[src/rtl/uart_pkg.sv]
// Shared constants, FSM encoding and divisor helper for the multi-format UART receiver.
package uart_pkg;

    localparam int unsigned PAR_NONE = 0;
    localparam int unsigned PAR_EVEN = 1;
    localparam int unsigned PAR_ODD  = 2;

    typedef enum logic [2:0] {
        StIdle,
        StStart,
        StData,
        StParity,
        StStop
    } rx_state_t;

    localparam int unsigned OVERSAMPLE = 16;
    localparam logic [3:0]  TICK_S0    = 4'd7;
    localparam logic [3:0]  TICK_S1    = 4'd8;
    localparam logic [3:0]  TICK_S2    = 4'd9;
    localparam logic [3:0]  TICK_LAST  = 4'd15;

    // Clocks per oversample tick, rounded to nearest.
    function automatic int unsigned calc_div(input int unsigned clk_hz, input int unsigned baud);
        return (clk_hz + baud * 8) / (baud * OVERSAMPLE);
    endfunction

endpackage

[src/rtl/uart_rx_fifo.sv]
// Synchronous show-ahead FIFO; a push into a full FIFO is accepted only alongside a pop.
module uart_rx_fifo #(
    parameter int unsigned WIDTH = 8,
    parameter int unsigned DEPTH = 8
) (
    input  logic                       clk,
    input  logic                       rst,
    input  logic                       push,
    input  logic [WIDTH-1:0]           wdata,
    output logic                       full,
    input  logic                       pop,
    output logic [WIDTH-1:0]           rdata,
    output logic                       empty,
    output logic [$clog2(DEPTH+1)-1:0] fill
);
    localparam int unsigned AW = $clog2(DEPTH);
    localparam int unsigned FW = $clog2(DEPTH + 1);

    logic [WIDTH-1:0] mem [DEPTH];
    logic [AW-1:0]    wr_ptr;
    logic [AW-1:0]    rd_ptr;
    logic [FW-1:0]    count;
    logic             do_push;
    logic             do_pop;

    assign empty   = (count == '0);
    assign full    = (count == FW'(DEPTH));
    assign do_pop  = pop && !empty;
    assign do_push = push && (!full || do_pop);
    assign rdata   = mem[rd_ptr];
    assign fill    = count;

    // Storage write; contents need no reset since head outputs are gated by valid.
    always_ff @(posedge clk) begin
        if (do_push) begin
            mem[wr_ptr] <= wdata;
        end
    end

    // Pointers wrap naturally because DEPTH is a power of two.
    always_ff @(posedge clk) begin
        if (rst) begin
            wr_ptr <= '0;
            rd_ptr <= '0;
            count  <= '0;
        end else begin
            if (do_push) wr_ptr <= wr_ptr + 1'b1;
            if (do_pop)  rd_ptr <= rd_ptr + 1'b1;
            if (do_push && !do_pop)      count <= count + 1'b1;
            else if (!do_push && do_pop) count <= count - 1'b1;
        end
    end

endmodule

[src/rtl/uart_rx_multi.sv]
// UART receiver: 16x oversampling, 2-of-3 majority vote, configurable frame, receive FIFO.
module uart_rx_multi
    import uart_pkg::*;
#(
    parameter int unsigned CLK_FREQ_HZ = 27000000,
    parameter int unsigned BAUD_RATE   = 115200,
    parameter int unsigned DATA_BITS   = 8,
    parameter int unsigned PARITY_MODE = 1,
    parameter int unsigned STOP_BITS   = 1,
    parameter int unsigned FIFO_DEPTH  = 8
) (
    input  logic                            i_clk,
    input  logic                            i_rst,
    input  logic                            i_rx,
    output logic                            o_valid,
    input  logic                            i_ready,
    output logic [DATA_BITS-1:0]            o_data,
    output logic                            o_parity_err,
    output logic                            o_frame_err,
    output logic                            o_break,
    output logic                            o_overrun,
    input  logic                            i_clr_overrun,
    output logic [$clog2(FIFO_DEPTH+1)-1:0] o_fill
);
    localparam int unsigned DIV = calc_div(CLK_FREQ_HZ, BAUD_RATE);
    localparam int unsigned DW  = (DIV > 1) ? $clog2(DIV) : 1;
    localparam int unsigned EW  = DATA_BITS + 3;

    if (DIV < 1) begin : g_div_err
        $error("uart_rx_multi: baud divisor below 1");
    end
    if (DATA_BITS < 5 || DATA_BITS > 9) begin : g_data_err
        $error("uart_rx_multi: DATA_BITS must be 5..9");
    end
    if (PARITY_MODE > PAR_ODD) begin : g_par_err
        $error("uart_rx_multi: PARITY_MODE must be 0..2");
    end
    if (STOP_BITS < 1 || STOP_BITS > 2) begin : g_stop_err
        $error("uart_rx_multi: STOP_BITS must be 1 or 2");
    end
    if (FIFO_DEPTH < 2 || (FIFO_DEPTH & (FIFO_DEPTH - 1)) != 0) begin : g_fifo_err
        $error("uart_rx_multi: FIFO_DEPTH must be a power of 2, at least 2");
    end

    rx_state_t            state;
    logic                 rx_meta;
    logic                 rx_sync;
    logic [DW-1:0]        div_cnt;
    logic [3:0]           tick_cnt;
    logic [3:0]           bit_cnt;
    logic                 stop_cnt;
    logic                 smp7;
    logic                 smp8;
    logic [DATA_BITS-1:0] shift;
    logic                 par_bit;
    logic                 par_err;
    logic                 frame_err;
    logic                 first_stop_low;
    logic                 overrun;

    logic                 tick;
    logic                 maj;
    logic                 decide;
    logic                 bit_end;
    logic                 exp_par;
    logic                 frame_push;
    logic [EW-1:0]        entry;
    logic [EW-1:0]        head;
    logic                 fifo_full;
    logic                 fifo_empty;

    assign tick    = (state != StIdle) && (div_cnt == DW'(DIV - 1));
    // Third vote is the live tick-9 sample.
    assign maj     = (smp7 & smp8) | (smp7 & rx_sync) | (smp8 & rx_sync);
    assign decide  = tick && (tick_cnt == TICK_S2);
    assign bit_end = tick && (tick_cnt == TICK_LAST);
    assign exp_par = (^shift) ^ (PARITY_MODE == PAR_ODD);

    // Two-flop synchroniser, idling high.
    always_ff @(posedge i_clk) begin
        if (i_rst) begin
            rx_meta <= 1'b1;
            rx_sync <= 1'b1;
        end else begin
            rx_meta <= i_rx;
            rx_sync <= rx_meta;
        end
    end

    // Frame FSM with tick divider, tick counter and sample capture.
    always_ff @(posedge i_clk) begin
        if (i_rst) begin
            state          <= StIdle;
            div_cnt        <= '0;
            tick_cnt       <= '0;
            bit_cnt        <= '0;
            stop_cnt       <= 1'b0;
            smp7           <= 1'b0;
            smp8           <= 1'b0;
            shift          <= '0;
            par_bit        <= 1'b0;
            par_err        <= 1'b0;
            frame_err      <= 1'b0;
            first_stop_low <= 1'b0;
        end else begin
            if (state == StIdle || tick) div_cnt <= '0;
            else                         div_cnt <= div_cnt + 1'b1;
            if (tick) begin
                tick_cnt <= tick_cnt + 1'b1;
                if (tick_cnt == TICK_S0) smp7 <= rx_sync;
                if (tick_cnt == TICK_S1) smp8 <= rx_sync;
            end
            case (state)
                StIdle: begin
                    tick_cnt  <= '0;
                    bit_cnt   <= '0;
                    stop_cnt  <= 1'b0;
                    par_err   <= 1'b0;
                    frame_err <= 1'b0;
                    if (!rx_sync) state <= StStart;
                end
                StStart: begin
                    if (decide && maj) state <= StIdle;
                    else if (bit_end)  state <= StData;
                end
                StData: begin
                    if (decide) shift <= {maj, shift[DATA_BITS-1:1]};
                    if (bit_end) begin
                        if (bit_cnt == 4'(DATA_BITS - 1)) begin
                            bit_cnt <= '0;
                            state   <= (PARITY_MODE != PAR_NONE) ? StParity : StStop;
                        end else begin
                            bit_cnt <= bit_cnt + 1'b1;
                        end
                    end
                end
                StParity: begin
                    if (decide) begin
                        par_bit <= maj;
                        par_err <= maj ^ exp_par;
                    end
                    if (bit_end) state <= StStop;
                end
                StStop: begin
                    if (decide) begin
                        if (!maj)             frame_err      <= 1'b1;
                        if (stop_cnt == 1'b0) first_stop_low <= !maj;
                        // Leave on the last stop's decision so the next edge can resync.
                        if (stop_cnt == 1'(STOP_BITS - 1)) state <= StIdle;
                    end else if (bit_end) begin
                        stop_cnt <= 1'b1;
                    end
                end
                default: state <= StIdle;
            endcase
        end
    end

    // Frame entry assembled on the last stop bit's decision tick.
    always_comb begin
        logic first_low;
        logic brk;
        frame_push = (state == StStop) && decide && (stop_cnt == 1'(STOP_BITS - 1));
        first_low  = (stop_cnt == 1'b0) ? !maj : first_stop_low;
        brk        = (shift == '0) && ((PARITY_MODE == PAR_NONE) || !par_bit) && first_low;
        entry      = {brk, frame_err | !maj, par_err, shift};
    end

    uart_rx_fifo #(
        .WIDTH (EW),
        .DEPTH (FIFO_DEPTH)
    ) u_fifo (
        .clk   (i_clk),
        .rst   (i_rst),
        .push  (frame_push),
        .wdata (entry),
        .full  (fifo_full),
        .pop   (i_ready),
        .rdata (head),
        .empty (fifo_empty),
        .fill  (o_fill)
    );

    // Sticky overrun; a dropped frame outranks a same-cycle clear.
    always_ff @(posedge i_clk) begin
        if (i_rst)                                          overrun <= 1'b0;
        else if (frame_push && fifo_full && !(o_valid && i_ready)) overrun <= 1'b1;
        else if (i_clr_overrun)                             overrun <= 1'b0;
    end

    assign o_valid      = !fifo_empty;
    assign o_overrun    = overrun;
    assign o_data       = o_valid ? head[DATA_BITS-1:0] : '0;
    assign o_parity_err = o_valid & head[DATA_BITS];
    assign o_frame_err  = o_valid & head[DATA_BITS+1];
    assign o_break      = o_valid & head[DATA_BITS+2];

endmodule

[config.mk]
export PLATFORM = sky130hd
export DESIGN_NAME = uart_rx_multi
export DESIGN_NICKNAME = d
export VERILOG_FILES = /design/src/rtl/uart_pkg.sv /design/src/rtl/uart_rx_fifo.sv /design/src/rtl/uart_rx_multi.sv
export SDC_FILE = /design/constraint.sdc
export NUM_CORES = 1
export LEC_CHECK = 0
export CORE_AREA = 10 10 129 131
export CTS_CLUSTER_DIAMETER = 200
export DETAILED_ROUTE_END_ITERATION = 10
export DIE_AREA = 0 0 139 141
export GPL_TIMING_DRIVEN = 1
export PLACE_DENSITY = 0.64
export RECOVER_POWER = 50
export SLEW_MARGIN = 5
export SYNTH_ARGS = -nofsm -noshare
export SYNTH_HDL_FRONTEND = slang
export SYNTH_SLANG_ARGS = --single-unit
[constraint.sdc]
create_clock -name i_clk -period 4.9 [get_ports i_clk]
set_clock_uncertainty 0.1 [all_clocks]
set_input_delay 1.47 -clock i_clk [delete_from_list [all_inputs] [get_ports i_clk]]
set_output_delay 1.47 -clock i_clk [all_outputs]
set_load 0.02 [all_outputs]
## After elaboration in Yosys (flattened, before gate mapping)

Memory sizes are Yosys's and may differ from the RTL's. A register that Yosys moved wholly into a read port is not among the register bits.
Index checks and enable logic that the tools add are counted.

| operators by class | value |
|---|---|
| add/subtract/negate cells | 7 |
| muxes and demuxes | 30 |
| equality and inequality tests | 22 |
| reduce and logical (&&, ||, !) cells | 44 |
| bitwise operators | 11 |

Operators by type and width:

| operator | count |
|---|---|
| 2-to-1 mux 3 bit | 10 |
| equality test 4 bit, second input constant | 5 |
| inequality test 2 bit, second input constant | 10 |
| adder 4 x 1 -> 4 bit, second input constant | 4 |
| 2-to-1 mux 4 bit | 4 |
| one-hot mux 3 bit (5 select lines) | 1 |
| logical AND 1 bit | 14 |
| AND reduction 2 bit | 7 |
| 2-to-1 mux 1 bit | 10 |
| nonzero test 2 bit | 5 |
| equality test 4 x 3 -> 1 bit, second input constant | 2 |
| zero test 8 bit | 1 |
| 2-to-1 mux 8 bit | 1 |
| one-hot mux 4 bit (2 select lines) | 1 |
| parity 8 bit | 1 |
| AND reduction 7 bit | 1 |
| adder 3 x 1 -> 3 bit, second input constant | 2 |
| bitwise AND 1 bit | 6 |
| equality test 3 x 2 -> 1 bit, second input constant | 2 |
| zero test 1 bit | 6 |
| one-hot mux 1 bit (2 select lines) | 3 |
| AND reduction 3 bit | 2 |
| zero test 4 bit | 1 |
| OR reduction 2 bit | 2 |
| other kinds (10) | 13 |

| storage, ports and cells | value |
|---|---|
| input bits | 5 |
| output and inout port bits | 17 |
| memories kept | 1 |
| RAM bits | 88 |
| flip-flop bits (word level) | 43 |
| word-level logic and storage cells | 133 |

Memories:

| memory | depth | width | rd ports | clocked after Yosys merged registers in | wr ports | line | source |
|---|---|---|---|---|---|---|---|
| u_fifo.mem | 8 | 11 | 1 | 1 | 1 | uart_rx_fifo.sv:19 | `logic [WIDTH-1:0] mem [DEPTH];` |

## Longest topological paths before layout

| depth | value |
|---|---|
| depth in word-level cells | 10 |
| depth in mapped cells | 13 |
| depth with buffers taken out | 13 |

## Modules after synthesis

A second synthesis with hierarchy kept.

| unflattened totals | value |
|---|---|
| cells, all modules | 409 |
| area, all modules | 5728.0 sq um |

By module, submodules not included:

| module | sequential area each (sq um) | area an instance (sq um) | instances | cells an instance |
|---|---|---|---|---|
| uart_rx_fifo | 2902.8 | 3946.3 | 1 | 199 |
| uart_rx_multi | 660.6 | 1781.7 | 1 | 210 |

## Worst setup path before layout

Ideal clock, no wire load.

| timing path | value |
|---|---|
| path kind | in2reg |
| from | input i_ready |
| to | register u_fifo.count[3] (netlist: u_fifo.fill[3]) |
| path slack | 1.217 ns |
| library setup time | 0.071 ns |
| data arrival time | 3.512 ns |
| cell stages on the path | 11 |
| data required time | 4.729 ns |
| buffers on the path | 0 |
| path through | nand2b_1 nor4_1 nor2_1 ha_1 inv_1 ha_1 a21o_1 a21oi_1 xnor2_1 or3_1 a21oi_1 |

| on the way | value |
|---|---|
| longest elaborated chain between the ends | 6 |
| elaborated cells between the ends (all ways) | 9 |
| those cells by class | mux (1); reduce/logical (8) |

Ends and longest elaborated chain:

| item | line | source |
|---|---|---|
| from (decl) | uart_rx_multi.sv:16 | `input logic i_ready,` |
| logical AND 1 bit * | uart_rx_fifo.sv:28 | `assign do_pop = pop && !empty;` |
| logical OR 1 bit * | uart_rx_fifo.sv:29 | `assign do_push = push && (!full \|\| do_pop);` |
| logical AND 1 bit * | uart_rx_fifo.sv:29 |  |
| via u_fifo.do_push | uart_rx_fifo.sv:23 | `logic do_push;` |
| zero test 1 bit | uart_rx_fifo.sv:50 | `else if (!do_push && do_pop) count <= count - 1'b1;` |
| logical AND 1 bit | uart_rx_fifo.sv:50 |  |
| nonzero test 2 bit (no source line) | -- |  |
| to (signal assigned) | uart_rx_fifo.sv:49 | `if (do_push && !do_pop) count <= count + 1'b1;` |
| to (signal assigned) | uart_rx_fifo.sv:50 |  |
| to (decl) | uart_rx_fifo.sv:22 | `logic [FW-1:0] count;` |

The timed path passes the listed nets; every way through them passes the cells marked *.
A chain may end at the register's enable or synchronous reset.

==> impl_summary.txt <==
----------------------------------------------------
[Run status]
  Run status ... completed

[Routing]
  Antenna violation net count after detailed routing ... 0
  Via-to-Cell Ratio ... just over 5
  Remaining DRCs ... 0
  Total length of routed wires ... roughly 10000 µm
  Number of DRC markers after the initial detailed-route iteration ... between 200 and 250
  Via count ... 3206
  Total iterations of the first detailed-routing run ... 6
  Average detailed-routed wire length per instance ... 16.2 µm

[Global route]
  Maximum number of pins on one net before global-route repair ... 23
  Met2 routing resource usage after global routing ... about a fifth
  Number of antenna violations at the first check in global routing ... 0
  Global routing usage summed across all routing layers ... a little over a tenth
  Overflow after GRT ... 0
  Global-route wire length before repair ... between 15000 and 20000 µm
  GRT met3 Usage ... under 10%
  Most used routing layer in global routing ... met2
  Vias in the first global route ... between 3000 and 4000
  Met1 capacity usage during global routing ... 12.0%

[Synthesis]
  Number of distinct standard cells referenced by the synthesized netlist ... 42
  Most used flip-flop cell after synthesis ... sky130_fd_sc_hd__edfxtp_1
  Nets in the synthesized netlist ... slightly above 400
  Async SR Flop Fraction ... 0%
  Share of the synthesized area in the top cell type ... between 40% and 50%
  Mapped Avg Cell Area ... between 10 and 15 µm²
  Number of warning messages in the yosys log ... 0
  Total standard cell area after synthesis ... between 0.005 and 0.006 mm²
  EDFF count, synth ... 88
  Number of instances in the synthesized netlist ... about 390
  Fraction of the yosys area taken by sequential cells ... between 60% and 70%
  Cell type contributing the most total cell area after synthesis ... sky130_fd_sc_hd__edfxtp_1
  Post-synthesis sequential element count ... approximately 130
  Top cells by area in the synthesized netlist ... sky130_fd_sc_hd__edfxtp_1 (48%), sky130_fd_sc_hd__dfxtp_1 (17%), sky130_fd_sc_hd__mux4_2 (8.9%)

[Power]
  Power share of the clock group ... a little over two fifths
  Total power of the final layout ... roughly 3100 µW
  Total power per unit cell area ... roughly 470 mW/mm²
  Internal power ... 2370 µW
  Leakage power summed over all cells ... 0.00230 µW
  Switching power ... 749 µW
  Sequential share of power ... between 30% and 40%
  Gate power share ... between 15 and 20%
  Switching part of the total power ... between 20% and 30%
  Worst IR Drop VDD ... between 200 and 300 µV

[Timing]
  Min Clock Period, post-route ... slightly above 4 ns
  Final Cycle Share ... 82.2%
  Worst Max-Slew Pin Slew ... 0.890 ns
  Total setup violations reported at the end of the flow ... 0
  Slew headroom ... between 40% and 50%
  RSZ-0062 raised after global routing ... false
  Max Freq ... between 0.2 and 0.25 GHz
  Final hold violation count ... 0
  Total negative slack ... 0 ns
  Max-slew violation count ... 0

[Setup path]
  Register-to-Register Path Depth ... 12
  Category of the worst setup path launch point ... flop
  Required arrival time at the worst endpoint ... around 3.3 ns
  Largest fanout on the critical path ... 22
  Category of the critical setup timing path ... flop to primary output
  Critical Path End Type ... primary output
  Critical path arrival ... roughly 2.5 ns

[Cells and area]
  Final #Nets ... between 400 and 500
  Commonest non-fill, non-tap cell in the layout ... sky130_fd_sc_hd__edfxtp_1
  Post-synthesis to final-layout area growth ... 20.2%
  Highest-count cells in the layout ignoring fill and taps ... sky130_fd_sc_hd__edfxtp_1 (88), sky130_fd_sc_hd__nor2_1 (57), sky130_fd_sc_hd__dfxtp_1 (46)
  Antenna diode count ... 0
  Layout cells sized above 1 ... roughly 16%

[CTS]
  Latest clock arrival within the worst-skew pair ... 0.41 ns
  Post-cts sizing count ... 0
  Root Buffer Master ... sky130_fd_sc_hd__clkbuf_16
  Setup Fix Bufs, Post-CTS ... 0
  H-tree Lvls ... 4
  Maximum buffer depth of the clock tree ... 2
  Clock Pin Slew Worst Setup and Hold Paths ... approximately 0.050 ns
  # hold bufs at CTS ... 0
  Number of buffers inserted during clock tree synthesis ... 17
  Clock Sink Count ... 134
  TritonCTS clock tree ... done

[Floorplanning]
  # rows ... between 40 and 50
  Core Area ... between 0.01 and 0.015 mm²
  Total I/O pin count ... 22
  Width of the die ... 139 µm
  Starting density of the core ... 39.1%
  DIE AREA ... slightly below 0.02 mm²
  Die Span Y ... ~140 µm

[Worst hold path]
  Hold Path Class ... flop to flop
  Cells on Worst Hold Path ... 1

[Place]
  Dpl hpwl ... ~6600 µm
  Number of buffers inserted by port buffering ... 21
  Final RePlAce weighted congestion ... 0.734

[Flow run]
  Max-cap violations ... 0

----------------------------------------------------
==> worst paths after layout <==
| path | startpoint | to | slack (ns) |
|---|---|---|---|
| hold / removal | rx_meta | rx_sync | 0.31 |
| setup / recovery | flop | o_parity_err | 0.87 |
| hold reg to reg | rx_meta | rx_sync | 0.31 |
| setup reg to reg | tick_cnt[0] | u_fifo.fill[3] | 1.69 |
==> layout make-up <==
cell class                 count  area (µm²)
fill                        1249        7520
sequential                   134        3560
multi-input combinational    230        1890
clock buffer                  22         484
timing repair buffer          34         304
tap                          184         230
clock inverter                10         150
inverter                      16        60.1
==> Yosys cell counts, drive strengths merged, types with 2 or more instances <==
| master | number |
|---|---|
| nand2 | 15 |
| nand2b | 4 |
| xor2 | 7 |
| nor3 | 9 |
| nand3b | 3 |
| nor2 | 57 |
| mux2i | 23 |
| a21oi | 15 |
| buf | 4 |
| or3 | 3 |
| ha | 15 |
| nand4b | 2 |
| xnor2 | 10 |
| inv | 16 |
| mux4 | 22 |
| edfxtp | 88 |
| dfxtp | 46 |
| or2 | 3 |
| a31oi | 2 |
| o21ai | 6 |
| nand3 | 9 |
| nor2b | 3 |
| and3 | 4 |
| nor4 | 2 |
| nor3b | 2 |
| clkbuf | 9 |
| nand4 | 3 |
==> state kept, by name, indices dropped and copies added (netlist names), named ones only <==
name            flops
rx_sync             1
par_err             1
o_overrun           1
rx_meta             1
u_fifo.fill         4
bit_cnt             4
div_cnt             4
state               3
u_fifo.wr_ptr       3
smp7                1
u_fifo.mem         88
par_bit             1
shift               8
tick_cnt            4
u_fifo.rd_ptr       3
first_stop_low      1
smp8                1
frame_err           1
stop_cnt            1
==> stage by stage <==
stage               hold WS (ns)  setup slack (ns)  utilization [%]  instance area (µm²)  instances
detailed placement         0.292             0.599             42.6                 6050        598
global placement           0.293             0.686             42.6                 6050        598
global route               0.353             0.710             47.0                 6680        630
CTS                        0.305             0.796             47.1                 6690        630
finish                     0.305             0.875             47.0                 6680        630
floorplan                  0.289              1.22                -                 5560        393
==> layer usage <==
metal  part of all wire, %  up-vias
met2                    52       48
met5                     0        -
met4                   1.4        0
met1                    42     1598
met3                   4.3       18
li1                      -     1542
==> worst max-delay path, cell delays in order, from the launching register on <==
cell and delay (ns):
sky130_fd_sc_hd__dfxtp_1 0.30, sky130_fd_sc_hd__buf_4 0.40, sky130_fd_sc_hd__mux4_2 0.57, sky130_fd_sc_hd__mux2i_1 0.15, sky130_fd_sc_hd__nor2_1 0.06, sky130_fd_sc_hd__clkdlybuf4s50_1 0.54
==> logic make-up after synthesis <==
logic type                 after synthesis  synth area share, %
DFF                                    134                 64.1
and+or+nand+nor                        121                 10.9
muxes                                   46                 13.3
AOI/OAI and AO/OA                       29                 3.04
buffers and inverters                   29                 2.03
xor gates and xnor gates                17                 2.68
adders and majority gates               17                 3.92
==> power by group through the flow <==
stage                     clock network, µW  registers, µW  logic, µW
final                                  1330           1250        542
after global routing                   1410           1250        592
after CTS                              1360           1240        557
after detailed placement                  0           1270        555
after global placement                    0           1270        547
after floorplan                           0           1270        345
No activity file was read; power rests on OpenSTA's default activity.
==> patch, RTL diff (config.mk and constraints unchanged) <==
The parameter `PARITY_MODE` goes from 1 to 0.
--- a/src/rtl/uart_rx_multi.sv
+++ b/src/rtl/uart_rx_multi.sv
@@ -5,7 +5,7 @@
     parameter int unsigned CLK_FREQ_HZ = 27000000,
     parameter int unsigned BAUD_RATE   = 115200,
     parameter int unsigned DATA_BITS   = 8,
-    parameter int unsigned PARITY_MODE = 1,
+    parameter int unsigned PARITY_MODE = 0,
     parameter int unsigned STOP_BITS   = 1,
     parameter int unsigned FIFO_DEPTH  = 8
 ) (
Behaviour: same outputs for any inputs over 10 cycles, from zero or initial values and one cycle with i_rst high; that may be too few to reach the edited logic, so the function may still have changed.
==> patch against the original RTL <==
- fmax fell by 0.69%
- critical path depth unchanged
- area after synthesis shrank 0.41%
- worst setup slack lost 0.028 ns
- largest cell class unchanged
- critical endpoint is now o_data[7]
- power fell by 2.7%
- sequential cell count decreased by 1
- wire length up 1.6%
- design area is 0.92% lower
- non-clock buffer count down 1
==> patch: results (changes against the original RTL) <==
metric,value,unit,change
status,"complete, no violations",,
gp_congestion,0.808,,+10%
final-clk-cell-share,0.0928,,-0.00214
nNetsFinal,452,,-0.44%
synth_nets,413,,-0.24%
first_pass_iters,4,,-2
clkbuf_count,18,,-18%
comb-power,0.510,mW,-5.9%
yosys.cell_types.count,40,,-4.8%
multi_input_cells,229,,-0.43%
synth.avg_cell_area,14.1,sq um,-0.15%
wl_met2,5530,um,+4.1%
grt_util_met1,0.125,,+0.00441
vias_per_cell,5.05,,-0.68%
nonClkBufAreaFrac,0.0448,,-0.000713
timing.rr.start,div_cnt[0]$_SDFF_PP0_,,
inverters,17,,+1
max_slew_margin,0.374,,-0.0327
track_usage,0.112,,+0.00236
seq_cell_count,133,,-0.75%
wl_met1,4410,um,+2.2%
fill_cells,1248,,-0.080%
ys_top_cells_by_area,"edfxtp_1 48%, dfxtp_1 16%, mux4_2 8.9%, mux2i_1 4.2%, nor2_1 3.8%",,
dp_hpwl,6530,um,-0.64%
wl_met3,296,um,-33%
worstPathArrival,2.48,ns,+0.02 ns
grt_pass1_vias,3326,,+2.8%
drtIter0Drc,174,,-23%
nonClockBufferCount,33,,-2.9%
vdd_drop_max,244,uV,-15%
switchingPower,0.740,mW,-1.2%
==> patch: kinds of logic (layout without fill, tap and decap cells) <==
family          Yosys count  in the layout  synth area share
flops                   133            133             0.640
simple gates            118            118             0.105
mux                      45             45             0.131
compound gates           36             36            0.0423
buf+inv                  30             82            0.0221
fa+ha+maj                16             16            0.0375
xor+xnor                 14             14            0.0221
==> patch: how the worst min path moves through the flow <==
stage                       startpoint                  to  slack, ns
global placement    rx_meta$_SDFF_PP1_  rx_sync$_SDFF_PP1_       0.30
CTS                 rx_meta$_SDFF_PP1_  rx_sync$_SDFF_PP1_       0.32
global route        rx_meta$_SDFF_PP1_  rx_sync$_SDFF_PP1_       0.33
finish              rx_meta$_SDFF_PP1_  rx_sync$_SDFF_PP1_       0.31
floorplan           rx_meta$_SDFF_PP1_  rx_sync$_SDFF_PP1_       0.29
detailed placement  rx_meta$_SDFF_PP1_  rx_sync$_SDFF_PP1_       0.30
